$ cat src/rtl/ccff_multi_chain_loader.sv
// Sequenced configuration-chain loader: prog reset, parallel shift of NUM_CHAINS chains, hand-off to user mode.
// Optional tail check of shifted-out bits is enabled by defining CCFF_TAIL_CHECK_EN.
module ccff_multi_chain_loader #(
    parameter int NUM_CHAINS   = 8,
    parameter int CHAIN_LEN    = 1024,
    parameter int RESET_CYCLES = 4
) (
    input  logic                  prog_clk,
    input  logic                  prog_reset_n,
    input  logic                  start,
    input  logic [NUM_CHAINS-1:0] bs_data,
    input  logic                  bs_valid,
    output logic                  bs_ready,
    output logic [NUM_CHAINS-1:0] ccff_head,
    input  logic [NUM_CHAINS-1:0] ccff_tail,
    output logic                  ccff_shift_en,
    output logic                  fabric_prog_reset,
    output logic                  config_enable,
    output logic                  busy,
    output logic                  done,
    output logic [NUM_CHAINS-1:0] tail_err
);

    localparam int CNT_MAX = (CHAIN_LEN > RESET_CYCLES) ? CHAIN_LEN : RESET_CYCLES;
    localparam int CNT_W   = $clog2(CNT_MAX + 1);

    typedef enum logic [2:0] {
        S_IDLE,
        S_RST,
        S_SHIFT,
        S_FLUSH,
        S_DONE
    } state_t;

    state_t                  state_q, state_d;
    logic [CNT_W-1:0]        cnt_q, cnt_d;
    logic [NUM_CHAINS-1:0]   head_d;
    logic                    shift_en_d;
    logic                    prog_reset_d;
    logic                    cfg_en_d;
    logic                    busy_d;
    logic                    done_d;
    logic [NUM_CHAINS-1:0]   tail_err_d;
    logic [NUM_CHAINS-1:0]   tail_sample;

`ifdef CCFF_TAIL_CHECK_EN
    // Chains were cleared by fabric_prog_reset, so every bit shifted out during a load must be 0.
    assign tail_sample = (ccff_shift_en && busy) ? ccff_tail : '0;
`else
    logic unused_tail;
    assign tail_sample = '0;
    assign unused_tail = ^ccff_tail;
`endif

    assign bs_ready = (state_q == S_SHIFT);

    always_comb begin
        // NOTE: every comb output gets a default first, so no path can infer a latch.
        state_d      = state_q;
        cnt_d        = cnt_q;
        head_d       = ccff_head;
        shift_en_d   = 1'b0;
        prog_reset_d = 1'b0;
        cfg_en_d     = config_enable;
        busy_d       = busy;
        done_d       = done;
        tail_err_d   = tail_err | tail_sample;

        case (state_q)
            S_IDLE, S_DONE: begin
                if (start) begin
                    state_d      = S_RST;
                    cnt_d        = CNT_W'(RESET_CYCLES - 1);
                    prog_reset_d = 1'b1;
                    cfg_en_d     = 1'b1;
                    busy_d       = 1'b1;
                    done_d       = 1'b0;
                    tail_err_d   = '0;
                end
            end
            S_RST: begin
                if (cnt_q == '0) begin
                    state_d = S_SHIFT;
                end else begin
                    cnt_d        = cnt_q - CNT_W'(1);
                    prog_reset_d = 1'b1;
                end
            end
            S_SHIFT: begin
                if (bs_valid) begin
                    head_d     = bs_data;
                    shift_en_d = 1'b1;
                    // The final beat leaves the counter parked at CHAIN_LEN-1 instead of wrapping.
                    if (cnt_q == CNT_W'(CHAIN_LEN - 1)) begin
                        state_d = S_FLUSH;
                    end else begin
                        cnt_d = cnt_q + CNT_W'(1);
                    end
                end
            end
            S_FLUSH: begin
                state_d  = S_DONE;
                head_d   = '0;
                cfg_en_d = 1'b0;
                busy_d   = 1'b0;
                done_d   = 1'b1;
                cnt_d    = '0;
            end
            default: begin
                state_d = S_IDLE;
            end
        endcase
    end

    // NOTE: state and outputs use non-blocking assignments so every register samples pre-edge values.
    always_ff @(posedge prog_clk or negedge prog_reset_n) begin
        if (!prog_reset_n) begin
            state_q           <= S_IDLE;
            cnt_q             <= '0;
            ccff_head         <= '0;
            ccff_shift_en     <= 1'b0;
            fabric_prog_reset <= 1'b0;
            config_enable     <= 1'b0;
            busy              <= 1'b0;
            done              <= 1'b0;
            tail_err          <= '0;
        end else begin
            state_q           <= state_d;
            cnt_q             <= cnt_d;
            ccff_head         <= head_d;
            ccff_shift_en     <= shift_en_d;
            fabric_prog_reset <= prog_reset_d;
            config_enable     <= cfg_en_d;
            busy              <= busy_d;
            done              <= done_d;
            tail_err          <= tail_err_d;
        end
    end

endmodule

$ cat config.mk
export PLATFORM = sky130hd
export DESIGN_NAME = ccff_multi_chain_loader
export DESIGN_NICKNAME = d
export VERILOG_FILES = /design/src/rtl/ccff_multi_chain_loader.sv
export SDC_FILE = /design/constraint.sdc
export NUM_CORES = 1
export LEC_CHECK = 0
export ABC_AREA = 1
export BUFFER_PORTS_ARGS = -buffer_cell sky130_fd_sc_hd__clkbuf_2
export CAP_MARGIN = 20
export CORE_ASPECT_RATIO = 1.25
export CORE_UTILIZATION = 57
export CTS_CLUSTER_DIAMETER = 80
export DETAILED_ROUTE_END_ITERATION = 10
export GPL_TIMING_DRIVEN = 0
export HOLD_SLACK_MARGIN = 0.05
export PLACE_DENSITY = 0.93
export SYNTH_ARGS = -nofsm -noshare
export SYNTH_HDL_FRONTEND = slang
export SYNTH_SLANG_ARGS = --single-unit
$ cat constraint.sdc
create_clock -name prog_clk -period 3.5 [get_ports prog_clk]
set_input_delay 0.175 -clock prog_clk [delete_from_list [all_inputs] [get_ports prog_clk]]
set_output_delay 0.175 -clock prog_clk [all_outputs]
set_load 0.05 [all_outputs]
==> key figures <==
Synthesis
  • Sequential cell area fraction in the yosys report: 0.3749
  • Mux contribution to synthesized area: 0
  • Post-synthesis compound-gate area fraction: 0.03317
  • Main combinational cell family by area after synthesis: simple AND/OR/NAND/NOR gates
  • Synth area leaders: dfrtp_1 37%, nand2_1 19%, nand3_1 6.9%, ha_1 6.5%, nor2_1 4.5%
  • Yosys top cell area share: 0.3749
  • Syn Inst Count: 239
  • Post-synth ARST share: 1.000
  • FF+latch count, synth: 26
  • XOR/XNOR Fraction of Synth Area: 0.02019
  • Ys flop type: dfrtp_1
  • Adder-cell share of the synthesized area: 0.07642
  • Post-synth EDFFs: 0
  • Synthesis Warnings: 0
  • Post-synth top area cell: dfrtp_1
  • Avg Synthesized Cell Area: 7.261 um^2
  • Synth cell types: 27
  • Netlist Area Pre-Place: 1735 um^2
  • Post-Synth Simple-Gate Area: 0.4023

Run
  • Max-Cap Viols: 0

Timing
  • Max Transition Viols Final: 0
  • Tmin final: 2411 ps
  • Max Clock Skew: 8.419 ps
  • Final hold vios: 0
  • Final setup fails: 0
  • Fmax: between 400 and 500 MHz
  • Max_slew headroom: 0.5674
  • Slew @ Worst Pin: ~650 ps
  • RSZ-0062 raised after global routing: no
  • Setup TNS: 0 ps
  • Fin crit share: 0.6888

GRT
  • Largest net degree at the start of global routing: 27
  • GRT Total Usage: 0.2656
  • Initial antenna violation count: 0
  • Vias in the first global route: 1622
  • Global-route wire length before repair: 6582 um
  • Global route overflow: 0

Worst setup path
  • CP required: 3710 ps
  • Worst setup EP type: flop
  • CP Launch Type: flop
  • Critical path arrival: 2620 ps
  • CP max stage cell: dfrtp_1
  • Worst Path Max Fanout: 13
  • Worst path top cell family by delay: simple AND/OR/NAND/NOR gates
  • Buffer and inverter count on the worst path: 0
  • Kind of critical path: reg -> reg
  • Cell Chain, Critical Path: nor2_2 -> nand2_2 -> ha_1 -> or2_2 -> nand3_1 -> nand2_1 -> nor2_1 -> nand3b_1 -> o21ai_0
  • Largest stage delay on the critical path: approximately 490 ps

Power
  • P_int: 1.048 mW
  • Switching share of power: 0.5445
  • Leakage: 1.169 nW
  • Peak supply drop: just over 700 uV
  • Switching power: 1.252 mW
  • Clk network pwr share: 0.092
  • Flop pwr share: 0.230
  • Power Density: 1125 nW/um^2
  • Comb power frac: 0.678

Routing
  • # DRC: 0
  • DR vias: 1630
  • Drt pass-1 iters: 5
  • Initial DRC Count: about 80
  • WL/cell: roughly 12 um
  • Antenna Nets Post-Route: 0
  • Vias per cell: 5.142
  • WL final: 3799 um

Clock tree
  • Clk sink count: 26
  • CTS max path bufs: 2
  • CTS tree: yes
  • TritonCTS Buffers: 3
  • Clk pin slew, worst setup/hold paths: ~150 ps
  • Gates resized, CTS repair: 0
  • Worst-Skew Late Latency: 330 ps
  • Root Driver: clkbuf_4
  • CTS HTree Levels: 1

Layout
  • Area delta synth->final: 17.81%
  • Share of cells above drive strength 1: 0.1993
  • Final instance area: 2044 um^2
  • Most common cell after layout, fill and taps aside: nand2_1
  • Nets: approximately 310
  • Diodes inserted: 0
  • Most frequent cells in the layout: 90 x nand2_1, 26 x dfrtp_1, 25 x clkbuf_2

Floorplan
  • Die ar.: 3270 um^2
  • Core Region: 2918 um^2
  • # rows: 22
  • Starting Density: 0.5948
  • # IOs: 42
  • Die Width: 51.35 um
  • Die H: 63.69 um

Placed design
  • Placed cell area: around 1900 um^2
  • Port Buffers: 25
  • DP HPWL: 2867 um
  • Placer congestion estimate: ~0.94

Hold path
  • Hold Path Class: in -> reg

Status
  • Run status: complete, no violations
[cell families after synthesis]
| family | Yosys count |
|---|---|
| AO/OA/AOI/OAI | 11 |
| XOR/XNOR | 4 |
| adder cells (fa/ha/maj) | 10 |
| buffers and inverters | 31 |
| flip-flops | 26 |
| other | 1 |
| AND/OR/NAND/NOR | 156 |
[tightest hold or removal path: stages]
cell and delay, ps:
clkbuf_2 80, nand2_1 50, nand2_1 60
[per-layer routing]
| metal | vias to the layer above | track usage | wire length (um) |
|---|---|---|---|
| met1 | 735 | 0.3100 | 1537 |
| met3 | 8 | 0.04106 | 203 |
| li1 | 826 | - | - |
| met2 | 61 | 0.4753 | 2001 |
| met4 | 0 | 0.1014 | 57 |
| met5 | - | 0 | 0 |
[final timing paths]
| check | start | end | slack, ps | cells after the start |
|---|---|---|---|---|
| setup reg to reg | state_q[2]$_DFFE_PN0P_ | cnt_q[6]$_DFFE_PN0P_ | 1090 | 9 |
| hold reg to reg | done$_DFFE_PN0P_ | done$_DFFE_PN0P_ | 500 | 2 |
| max in group asynchronous | prog_reset_n | ccff_head[6]$_DFFE_PN0P_ | 2700 | 2 |
| min in group asynchronous | prog_reset_n | cnt_q[9]$_DFFE_PN0P_ | 370 | 2 |
| hold / removal | bs_data[7] | ccff_head[7]$_DFFE_PN0P_ | 60 | 3 |
| setup / recovery | state_q[2]$_DFFE_PN0P_ | cnt_q[6]$_DFFE_PN0P_ | 1090 | 9 |
[power groups by stage]
| stage | clock [mW] | sequential, mW | combinational, mW |
|---|---|---|---|
| floorplan | 0 | 0.677 | 1.08 |
| global placement | 0 | 0.527 | 1.48 |
| detailed placement | 0 | 0.531 | 1.53 |
| CTS | 0.210 | 0.526 | 1.55 |
| global route | 0.223 | 0.543 | 1.76 |
| finish | 0.211 | 0.528 | 1.56 |
[state kept, by name, summed over array words and instances (netlist names)]
register	cells
fabric_prog_reset	1
cnt_q	11
busy	1
done	1
ccff_head	8
ccff_shift_en	1
state_q	3
[synthesized netlist by cell type (3+ instances only)]
cell / count
buf_4: 9
nand3_1: 24
dfrtp_1: 26
o21ai_0: 3
nor2_1: 21
nand3_2: 3
ha_1: 9
nand2_1: 90
nand2_2: 4
a21oi_1: 6
inv_1: 18
nand4_1: 3
[stage by stage]
stage | setup slack [ps] | total power, mW | cells | hold slack, ps | util
after global placement | 1269 | 2.007 | 307 | 233.7 | 0.6621
after CTS | 1142 | 2.289 | 316 | 53.01 | 0.6973
after global routing | 936.3 | 2.522 | 317 | 55.16 | 0.7007
after floorplan | 1471 | 1.755 | 246 | -120.6 | -
final | 1089 | 2.300 | 317 | 56.50 | 0.7007
after detailed placement | 1206 | 2.063 | 307 | 234.3 | 0.6621
[layout make-up]
class	count	area, um^2
Multi-Input combinational cell	189	953.4
Fill cell	241	873.3
Sequential cell	26	650.6
Timing Repair Buffer	31	185.2
Buffer	11	82.58
Inverter	20	75.07
Tap cell	36	45.04
Clock inverter	1	30.03
Clock buffer	3	22.52
[repair_timing]
action / CTS / global route
hold buffers: 5 / 1
endpoints found under the hold margin: 30 / 1
buffers inserted: 0 / 0
setup endpoints to repair: 0 / 0
(Power assumes the default switching activity.)
